$ cat src/rtl/axi4_lite_master_arbiter_if.sv
// AXI4-Lite bus between the two-requester arbiter (master) and a single slave.
// Every channel uses valid/ready: a beat transfers on a rising edge where both are high; the source holds its payload until then.
interface axi4_lite_master_arbiter_if #(
    parameter int G_AXI4_LITE_ADDR_WIDTH = 32,
    parameter int G_AXI4_LITE_DATA_WIDTH = 32
);
    logic                                  awvalid;
    logic                                  awready;
    logic [G_AXI4_LITE_ADDR_WIDTH-1:0]     awaddr;
    logic [2:0]                            awprot;
    logic                                  wvalid;
    logic                                  wready;
    logic [G_AXI4_LITE_DATA_WIDTH-1:0]     wdata;
    logic [G_AXI4_LITE_DATA_WIDTH/8-1:0]   wstrb;
    logic                                  bready;
    logic                                  bvalid;
    logic [1:0]                            bresp;
    logic                                  arvalid;
    logic                                  arready;
    logic [G_AXI4_LITE_ADDR_WIDTH-1:0]     araddr;
    logic [2:0]                            arprot;
    logic                                  rready;
    logic                                  rvalid;
    logic [G_AXI4_LITE_DATA_WIDTH-1:0]     rdata;
    logic [1:0]                            rresp;

    modport master (
        output awvalid, awaddr, awprot, input awready,
        output wvalid, wdata, wstrb, input wready,
        output bready, input bvalid, bresp,
        output arvalid, araddr, arprot, input arready,
        output rready, input rvalid, rdata, rresp
    );

    modport slave (
        input awvalid, awaddr, awprot, output awready,
        input wvalid, wdata, wstrb, output wready,
        input bready, output bvalid, bresp,
        input arvalid, araddr, arprot, output arready,
        input rready, output rvalid, rdata, rresp
    );
endinterface

$ cat src/rtl/axi4_lite_master_arbiter.sv
// Round-robin arbiter that serialises single-beat accesses from two requesters
// onto one AXI4-Lite master port; all outputs come straight from registers.
module axi4_lite_master_arbiter #(
    parameter int G_AXI4_LITE_ADDR_WIDTH = 32,
    parameter int G_AXI4_LITE_DATA_WIDTH = 32
) (
    input  logic                                   clk,
    input  logic                                   rst,
    input  logic [1:0]                             req,
    input  logic [1:0]                             we,
    input  logic [2*G_AXI4_LITE_ADDR_WIDTH-1:0]    addr,
    input  logic [2*G_AXI4_LITE_DATA_WIDTH-1:0]    wdata,
    input  logic [G_AXI4_LITE_DATA_WIDTH/4-1:0]    wstrb,
    output logic [1:0]                             ack,
    output logic [G_AXI4_LITE_DATA_WIDTH-1:0]      rdata,
    output logic [1:0]                             resp,
    output logic                                   busy,
    output logic [2:0]                             state_dbg,
    axi4_lite_master_arbiter_if.master             m_axi
);
    localparam int AW = G_AXI4_LITE_ADDR_WIDTH;
    localparam int DW = G_AXI4_LITE_DATA_WIDTH;
    localparam int SW = DW / 8;

    typedef enum logic [2:0] {
        IDLE    = 3'd0,
        WR      = 3'd1,
        WR_RESP = 3'd2,
        RD_ADDR = 3'd3,
        RD_DATA = 3'd4,
        DONE    = 3'd5
    } state_t;

    state_t          state;
    logic            last_grant;
    logic            grant;
    logic            gnt_next;
    logic            sel_we;
    logic [AW-1:0]   sel_addr;
    logic [DW-1:0]   sel_wdata;
    logic [SW-1:0]   sel_wstrb;

    assign state_dbg    = state;
    assign m_axi.awprot = 3'b000;
    assign m_axi.arprot = 3'b000;

    // On a tie the requester that was not served last wins.
    always_comb begin
        gnt_next  = (req == 2'b11) ? ~last_grant : req[1];
        sel_we    = gnt_next ? we[1] : we[0];
        sel_addr  = gnt_next ? addr[2*AW-1:AW]  : addr[AW-1:0];
        sel_wdata = gnt_next ? wdata[2*DW-1:DW] : wdata[DW-1:0];
        sel_wstrb = gnt_next ? wstrb[2*SW-1:SW] : wstrb[SW-1:0];
    end

    always_ff @(posedge clk) begin
        if (rst) begin
            state         <= IDLE;
            last_grant    <= 1'b1;
            grant         <= 1'b0;
            ack           <= 2'b00;
            rdata         <= '0;
            resp          <= 2'b00;
            busy          <= 1'b0;
            m_axi.awvalid <= 1'b0;
            m_axi.awaddr  <= '0;
            m_axi.wvalid  <= 1'b0;
            m_axi.wdata   <= '0;
            m_axi.wstrb   <= '0;
            m_axi.bready  <= 1'b0;
            m_axi.arvalid <= 1'b0;
            m_axi.araddr  <= '0;
            m_axi.rready  <= 1'b0;
        end else begin
            case (state)
                IDLE: begin
                    if (|req) begin
                        grant      <= gnt_next;
                        last_grant <= gnt_next;
                        busy       <= 1'b1;
                        if (sel_we) begin
                            state         <= WR;
                            m_axi.awvalid <= 1'b1;
                            m_axi.wvalid  <= 1'b1;
                            m_axi.awaddr  <= sel_addr;
                            m_axi.wdata   <= sel_wdata;
                            m_axi.wstrb   <= sel_wstrb;
                        end else begin
                            state         <= RD_ADDR;
                            m_axi.arvalid <= 1'b1;
                            m_axi.araddr  <= sel_addr;
                        end
                    end
                end
                WR: begin
                    // Address and data handshakes retire independently, in any order.
                    if (m_axi.awready) m_axi.awvalid <= 1'b0;
                    if (m_axi.wready)  m_axi.wvalid  <= 1'b0;
                    if ((!m_axi.awvalid || m_axi.awready) &&
                        (!m_axi.wvalid  || m_axi.wready)) begin
                        state        <= WR_RESP;
                        m_axi.bready <= 1'b1;
                    end
                end
                WR_RESP: begin
                    if (m_axi.bvalid) begin
                        resp         <= m_axi.bresp;
                        m_axi.bready <= 1'b0;
                        ack          <= grant ? 2'b10 : 2'b01;
                        state        <= DONE;
                    end
                end
                RD_ADDR: begin
                    if (m_axi.arready) begin
                        m_axi.arvalid <= 1'b0;
                        m_axi.rready  <= 1'b1;
                        state         <= RD_DATA;
                    end
                end
                RD_DATA: begin
                    if (m_axi.rvalid) begin
                        rdata        <= m_axi.rdata;
                        resp         <= m_axi.rresp;
                        m_axi.rready <= 1'b0;
                        ack          <= grant ? 2'b10 : 2'b01;
                        state        <= DONE;
                    end
                end
                DONE: begin
                    ack   <= 2'b00;
                    busy  <= 1'b0;
                    state <= IDLE;
                end
                default: begin
                    state <= IDLE;
                end
            endcase
        end
    end
endmodule

$ cat src/flat_wrapper.sv
// flat-port wrapper written by rule: the top's interface ports become plain ports
module axi4_lite_master_arbiter_flat 
#(
    parameter int G_AXI4_LITE_ADDR_WIDTH = 32,
    parameter int G_AXI4_LITE_DATA_WIDTH = 32
)
  (clk, rst, req, we, addr, wdata, wstrb, ack, rdata, resp, busy, state_dbg, m_axi_awvalid, m_axi_awaddr, m_axi_awprot, m_axi_awready, m_axi_wvalid, m_axi_wdata, m_axi_wstrb, m_axi_wready, m_axi_bready, m_axi_bvalid, m_axi_bresp, m_axi_arvalid, m_axi_araddr, m_axi_arprot, m_axi_arready, m_axi_rready, m_axi_rvalid, m_axi_rdata, m_axi_rresp);
  axi4_lite_master_arbiter_if #(.G_AXI4_LITE_ADDR_WIDTH(G_AXI4_LITE_ADDR_WIDTH), .G_AXI4_LITE_DATA_WIDTH(G_AXI4_LITE_DATA_WIDTH)) m_axi_i ();
  input  logic clk;
  input  logic rst;
  input  logic [1:0] req;
  input  logic [1:0] we;
  input  logic [2*G_AXI4_LITE_ADDR_WIDTH-1:0] addr;
  input  logic [2*G_AXI4_LITE_DATA_WIDTH-1:0] wdata;
  input  logic [G_AXI4_LITE_DATA_WIDTH/4-1:0] wstrb;
  output logic [1:0] ack;
  output logic [G_AXI4_LITE_DATA_WIDTH-1:0] rdata;
  output logic [1:0] resp;
  output logic busy;
  output logic [2:0] state_dbg;
  output wire logic [$bits(m_axi_i.awvalid)-1:0] m_axi_awvalid;
  output wire logic [$bits(m_axi_i.awaddr)-1:0] m_axi_awaddr;
  output wire logic [$bits(m_axi_i.awprot)-1:0] m_axi_awprot;
  input wire logic [$bits(m_axi_i.awready)-1:0] m_axi_awready;
  output wire logic [$bits(m_axi_i.wvalid)-1:0] m_axi_wvalid;
  output wire logic [$bits(m_axi_i.wdata)-1:0] m_axi_wdata;
  output wire logic [$bits(m_axi_i.wstrb)-1:0] m_axi_wstrb;
  input wire logic [$bits(m_axi_i.wready)-1:0] m_axi_wready;
  output wire logic [$bits(m_axi_i.bready)-1:0] m_axi_bready;
  input wire logic [$bits(m_axi_i.bvalid)-1:0] m_axi_bvalid;
  input wire logic [$bits(m_axi_i.bresp)-1:0] m_axi_bresp;
  output wire logic [$bits(m_axi_i.arvalid)-1:0] m_axi_arvalid;
  output wire logic [$bits(m_axi_i.araddr)-1:0] m_axi_araddr;
  output wire logic [$bits(m_axi_i.arprot)-1:0] m_axi_arprot;
  input wire logic [$bits(m_axi_i.arready)-1:0] m_axi_arready;
  output wire logic [$bits(m_axi_i.rready)-1:0] m_axi_rready;
  input wire logic [$bits(m_axi_i.rvalid)-1:0] m_axi_rvalid;
  input wire logic [$bits(m_axi_i.rdata)-1:0] m_axi_rdata;
  input wire logic [$bits(m_axi_i.rresp)-1:0] m_axi_rresp;
  assign m_axi_awvalid = m_axi_i.awvalid;
  assign m_axi_awaddr = m_axi_i.awaddr;
  assign m_axi_awprot = m_axi_i.awprot;
  assign m_axi_i.awready = m_axi_awready;
  assign m_axi_wvalid = m_axi_i.wvalid;
  assign m_axi_wdata = m_axi_i.wdata;
  assign m_axi_wstrb = m_axi_i.wstrb;
  assign m_axi_i.wready = m_axi_wready;
  assign m_axi_bready = m_axi_i.bready;
  assign m_axi_i.bvalid = m_axi_bvalid;
  assign m_axi_i.bresp = m_axi_bresp;
  assign m_axi_arvalid = m_axi_i.arvalid;
  assign m_axi_araddr = m_axi_i.araddr;
  assign m_axi_arprot = m_axi_i.arprot;
  assign m_axi_i.arready = m_axi_arready;
  assign m_axi_rready = m_axi_i.rready;
  assign m_axi_i.rvalid = m_axi_rvalid;
  assign m_axi_i.rdata = m_axi_rdata;
  assign m_axi_i.rresp = m_axi_rresp;
  axi4_lite_master_arbiter #(.G_AXI4_LITE_ADDR_WIDTH(G_AXI4_LITE_ADDR_WIDTH), .G_AXI4_LITE_DATA_WIDTH(G_AXI4_LITE_DATA_WIDTH)) u_core (.clk(clk), .rst(rst), .req(req), .we(we), .addr(addr), .wdata(wdata), .wstrb(wstrb), .ack(ack), .rdata(rdata), .resp(resp), .busy(busy), .state_dbg(state_dbg), .m_axi(m_axi_i));
endmodule
$ cat config.mk
export PLATFORM = sky130hd
export DESIGN_NAME = axi4_lite_master_arbiter_flat
export DESIGN_NICKNAME = d
export VERILOG_FILES = /design/src/rtl/axi4_lite_master_arbiter_if.sv /design/src/rtl/axi4_lite_master_arbiter.sv /design/src/flat_wrapper.sv
export SDC_FILE = /design/constraint.sdc
export NUM_CORES = 1
export LEC_CHECK = 0
export ABC_AREA = 1
export CORE_MARGIN = 3
export CORE_UTILIZATION = 35
export DETAILED_ROUTE_END_ITERATION = 10
export GPL_TIMING_DRIVEN = 0
export PLACE_DENSITY_LB_ADDON = 0.12
export SYNTH_ARGS = -nofsm -noshare
export SYNTH_HDL_FRONTEND = slang
export SYNTH_SLANG_ARGS = --single-unit
$ cat constraint.sdc
create_clock -name clk -period 1.54 [get_ports clk]
set_input_delay 0.231 -clock clk [delete_from_list [all_inputs] [get_ports clk]]
set_output_delay 0.231 -clock clk [all_outputs]
set_load 0.1 [all_outputs]
==> results.sh <==
export IMPL_ys_top_cells_by_area="dfxtp_1 46%, nand2_1 17%, nor2_1 12%, o21ai_0 4.0%, a21oi_1 3.4%"
export IMPL_irDropWorstVdd_v=0.00118
export IMPL_ys_types=25
export IMPL_syn_avg_cell_area_um2=6.75
export IMPL_cp_startpoint="u_core.m_axi.awaddr[11]$_SDFFE_PP0P_"
export IMPL_synth_commonest_cells="298 x nand2_1, 209 x nor2_1, 147 x dfxtp_1"
export IMPL_die_h_um=142
export IMPL_crit_slowest_cell="clkdlybuf4s18_2"
export IMPL_ios=334
export IMPL_fin_nets=1505
export IMPL_drv_cap=0
export IMPL_drv_slew=0
export IMPL_drtIter0Drc=331
export IMPL_min_path_cells=2
export IMPL_worst_pin_slew_ps=549
export IMPL_via_count=7151
export IMPL_fin_hold_ws_ps=122
export IMPL_arrival_ps=1280
export IMPL_start_kind="flip-flop"
export IMPL_clkSlewWorstSetupHoldPaths_ps=60
export IMPL_grtUsageTotal_pct=22.1
export IMPL_wl_per_cell_um=15.3
export IMPL_place_congestion=0.869
export IMPL_required_ps=1310
export IMPL_drtPass1Iterations=5
export IMPL_period_needed_ps=1510
export IMPL_synthesis_area_mm2=0.00645
export IMPL_initial_utilization_pct=36.5
export IMPL_rr_startpoint="u_core.state_dbg[2]$_SDFFE_PP0P_"
export IMPL_setup_viol=0
export IMPL_timing_final_crit_share_pct=98.1
export IMPL_dp_hpwl_um=17800
export IMPL_worstReg2RegEnd="u_core.m_axi.awaddr[23]$_SDFFE_PP0P_"
export IMPL_insertion_delay_ps=410
export IMPL_power_leakage_uw=0.00485
export IMPL_die_area_mm2=0.0201
export IMPL_multi_input_area_mm2=0.00324
export IMPL_reg2regPathDepth=10
export IMPL_slew_headroom_pct=63.4
export IMPL_hp_start="rst"
export IMPL_synth_top_cell_by_area="dfxtp_1"
export IMPL_clk_path_buf_depth=2
export IMPL_critPathMaxStageDelay_ps=540
export IMPL_path_class="flip-flop to output pin"
export IMPL_synthCells=955
export IMPL_synth_seq_cells=147
export IMPL_status="completed"
export IMPL_yosysSeqAreaShare_pct=45.7
export IMPL_ys_flop_type="dfxtp_1"
export IMPL_path_cells="clkdlybuf4s18_2"
export IMPL_hold_viol=0
export IMPL_diodes=0
export IMPL_end_kind="output pin"
export IMPL_die_w_um=142
export IMPL_dpl_cell_area_mm2=0.0100
export IMPL_synth_top_area_share_pct=45.7
export IMPL_gr_total_overflow=0
export IMPL_min_delay_path_class="input port to flip-flop"
export IMPL_clock_sinks=147
export IMPL_place_inst=1510
export IMPL_htree_levels=4
export IMPL_fin_area_mm2=0.0104
export IMPL_r2r_setup_slack_ps=50
export IMPL_p_per_area_mw_per_mm2=2260
export IMPL_grt_pass1_wl_um=35200
export IMPL_drive_above_1_share_pct=25.1
export IMPL_min_to="u_core.busy$_SDFFE_PP0P_"
export IMPL_grt_pass1_vias=6679
export IMPL_worst_path_buf_inv=1
export IMPL_cp_max_fo=2
export IMPL_vias_per_cell=4.58
export IMPL_fillers=1795
export IMPL_yosysMostFrequentCell="nand2_1"
export IMPL_yosys_warnings=0
export IMPL_rows=48
export IMPL_drc=0
export IMPL_synthArstFlopShare_pct=0
export IMPL_crit_family="buffers and inverters"
export IMPL_ctsRootBufferMaster="clkbuf_16"
export IMPL_fin_cells=1560
export IMPL_cts_tree="built"
export IMPL_rsz0062_at_grt="yes"
export IMPL_max_freq_ghz=0.662
export IMPL_fin_skew_ps=12.2
export IMPL_coreArea_mm2=0.0177
export IMPL_cts_made_buffers=17
export IMPL_area_delta_synth_final_pct=61.6
export IMPL_setup_tns_ps=0
export IMPL_antenna_found_initial=1
export IMPL_regArea_mm2=0.00296
export IMPL_drtAntennaViolNets=0
export IMPL_drt_wl_total_um=23900
export IMPL_grt_max_degree=17
export IMPL_synth_enable_flop_cells=0
export IMPL_port_buffers=325
-- through the flow --
| step | setup slack [ps] | utilization, % | total power [µW] |
|---|---|---|---|
| floorplan | 9.56 | - | 15900 |
| global placement | -641 | 56.7 | 19300 |
| detailed placement | -648 | 56.7 | 19300 |
| CTS | 0.0888 | 58.8 | 23200 |
| global route | -52.7 | 59.0 | 24600 |
| finish | 28.9 | 59.0 | 23500 |
-- placed cells by master (no fill, tap or decap), types with 2 or more instances in the layout --
| cell type | instances |
|---|---|
| nand3_2 | 2 |
| conb_1 | 6 |
| dfxtp_1 | 141 |
| o211ai_1 | 3 |
| clkinv_4 | 3 |
| nor2_4 | 3 |
| clkinvlp_4 | 4 |
| nor2_2 | 7 |
| dfxtp_4 | 3 |
| o21ai_0 | 27 |
| clkdlybuf4s50_1 | 179 |
| bufinv_16 | 3 |
| o21ai_1 | 33 |
| clkbuf_16 | 19 |
| clkbuf_4 | 6 |
| buf_1 | 4 |
| clkbuf_2 | 6 |
| clkdlybuf4s18_2 | 2 |
| buf_2 | 147 |
| a21oi_1 | 44 |
| buf_8 | 6 |
| nand2_1 | 280 |
| nand2_2 | 15 |
| clkbuf_1 | 17 |
| inv_6 | 2 |
| buf_6 | 16 |
| nand3_1 | 43 |
| or2_2 | 32 |
| inv_1 | 17 |
| inv_4 | 4 |
| nand4_1 | 2 |
| nand2_4 | 7 |
| buf_4 | 27 |
| o21ai_2 | 13 |
| dfxtp_2 | 3 |
| nor2_1 | 201 |
-- how the worst max path moves through the flow --
stage | slack, ps | depth (start not counted) | to
global placement | -640 | 8 | u_core.m_axi.awaddr[16]$_SDFFE_PP0P_
finish | 30 | 1 | m_axi_awaddr[11]
floorplan | 10 | 8 | u_core.rdata[24]$_SDFFE_PP0P_
CTS | 0.09 | 1 | m_axi_awaddr[25]
global route | -50 | 10 | u_core.m_axi.awaddr[23]$_SDFFE_PP0P_
detailed placement | -650 | 9 | u_core.m_axi.awaddr[16]$_SDFFE_PP0P_
-- kinds of logic (layout without fill, tap and decap cells) --
kind of cell	count (synthesis)	in the layout	share of synthesized area, %
flip-flops	147	147	45.7
buffers and inverters	91	466	7.28
AND/OR/NAND/NOR	596	596	37.6
other	1	6	0.0582
AO/OA/AOI/OAI	120	120	9.43
-- per-layer routing --
layer	vias up	share of wire [%]	track usage (%)
met2	203	51	39.5
met4	2	1.0	5.51
li1	3721	-	-
met5	-	0.050	0
met1	3207	40	25.3
met3	18	7.6	7.48
-- cell type report --
| class | count | area share, % |
|---|---|---|
| repair buffers | 345 | 26.3 |
| inverters | 23 | 0.973 |
| clock inverters | 11 | 1.47 |
| well taps | 225 | 2.70 |
| plain buffers | 65 | 4.59 |
| flip-flops and latches | 147 | 28.4 |
| multi-input cells | 722 | 31.1 |
| repair inverters | 1 | 0.0721 |
| clock buffers | 21 | 4.32 |
-- registers in the layout (all words and copies together) (netlist names), 2 cells and up --
register             count
u_core.m_axi.araddr     32
u_core.m_axi.awaddr     32
u_core.m_axi.wdata      32
u_core.rdata            32
u_core.m_axi.wstrb       4
u_core.state_dbg         3
u_core.ack               2
u_core.resp              2
-- power breakdown --
group	total [µW]	internal, µW	switching, µW
clock network	4240	2610	1630
registers	5410	4870	540
logic	13900	3070	10800
total	23500	10500	13000
-- repair_timing --
action                     CTS  global route
hold buffers                 0             0
buffers inserted             6             9
resized for setup          691           176
pin swaps                    0            11
gates cloned                 4             2
setup endpoints to repair  276           201
Note: power is estimated with default switching activity, not from simulation.
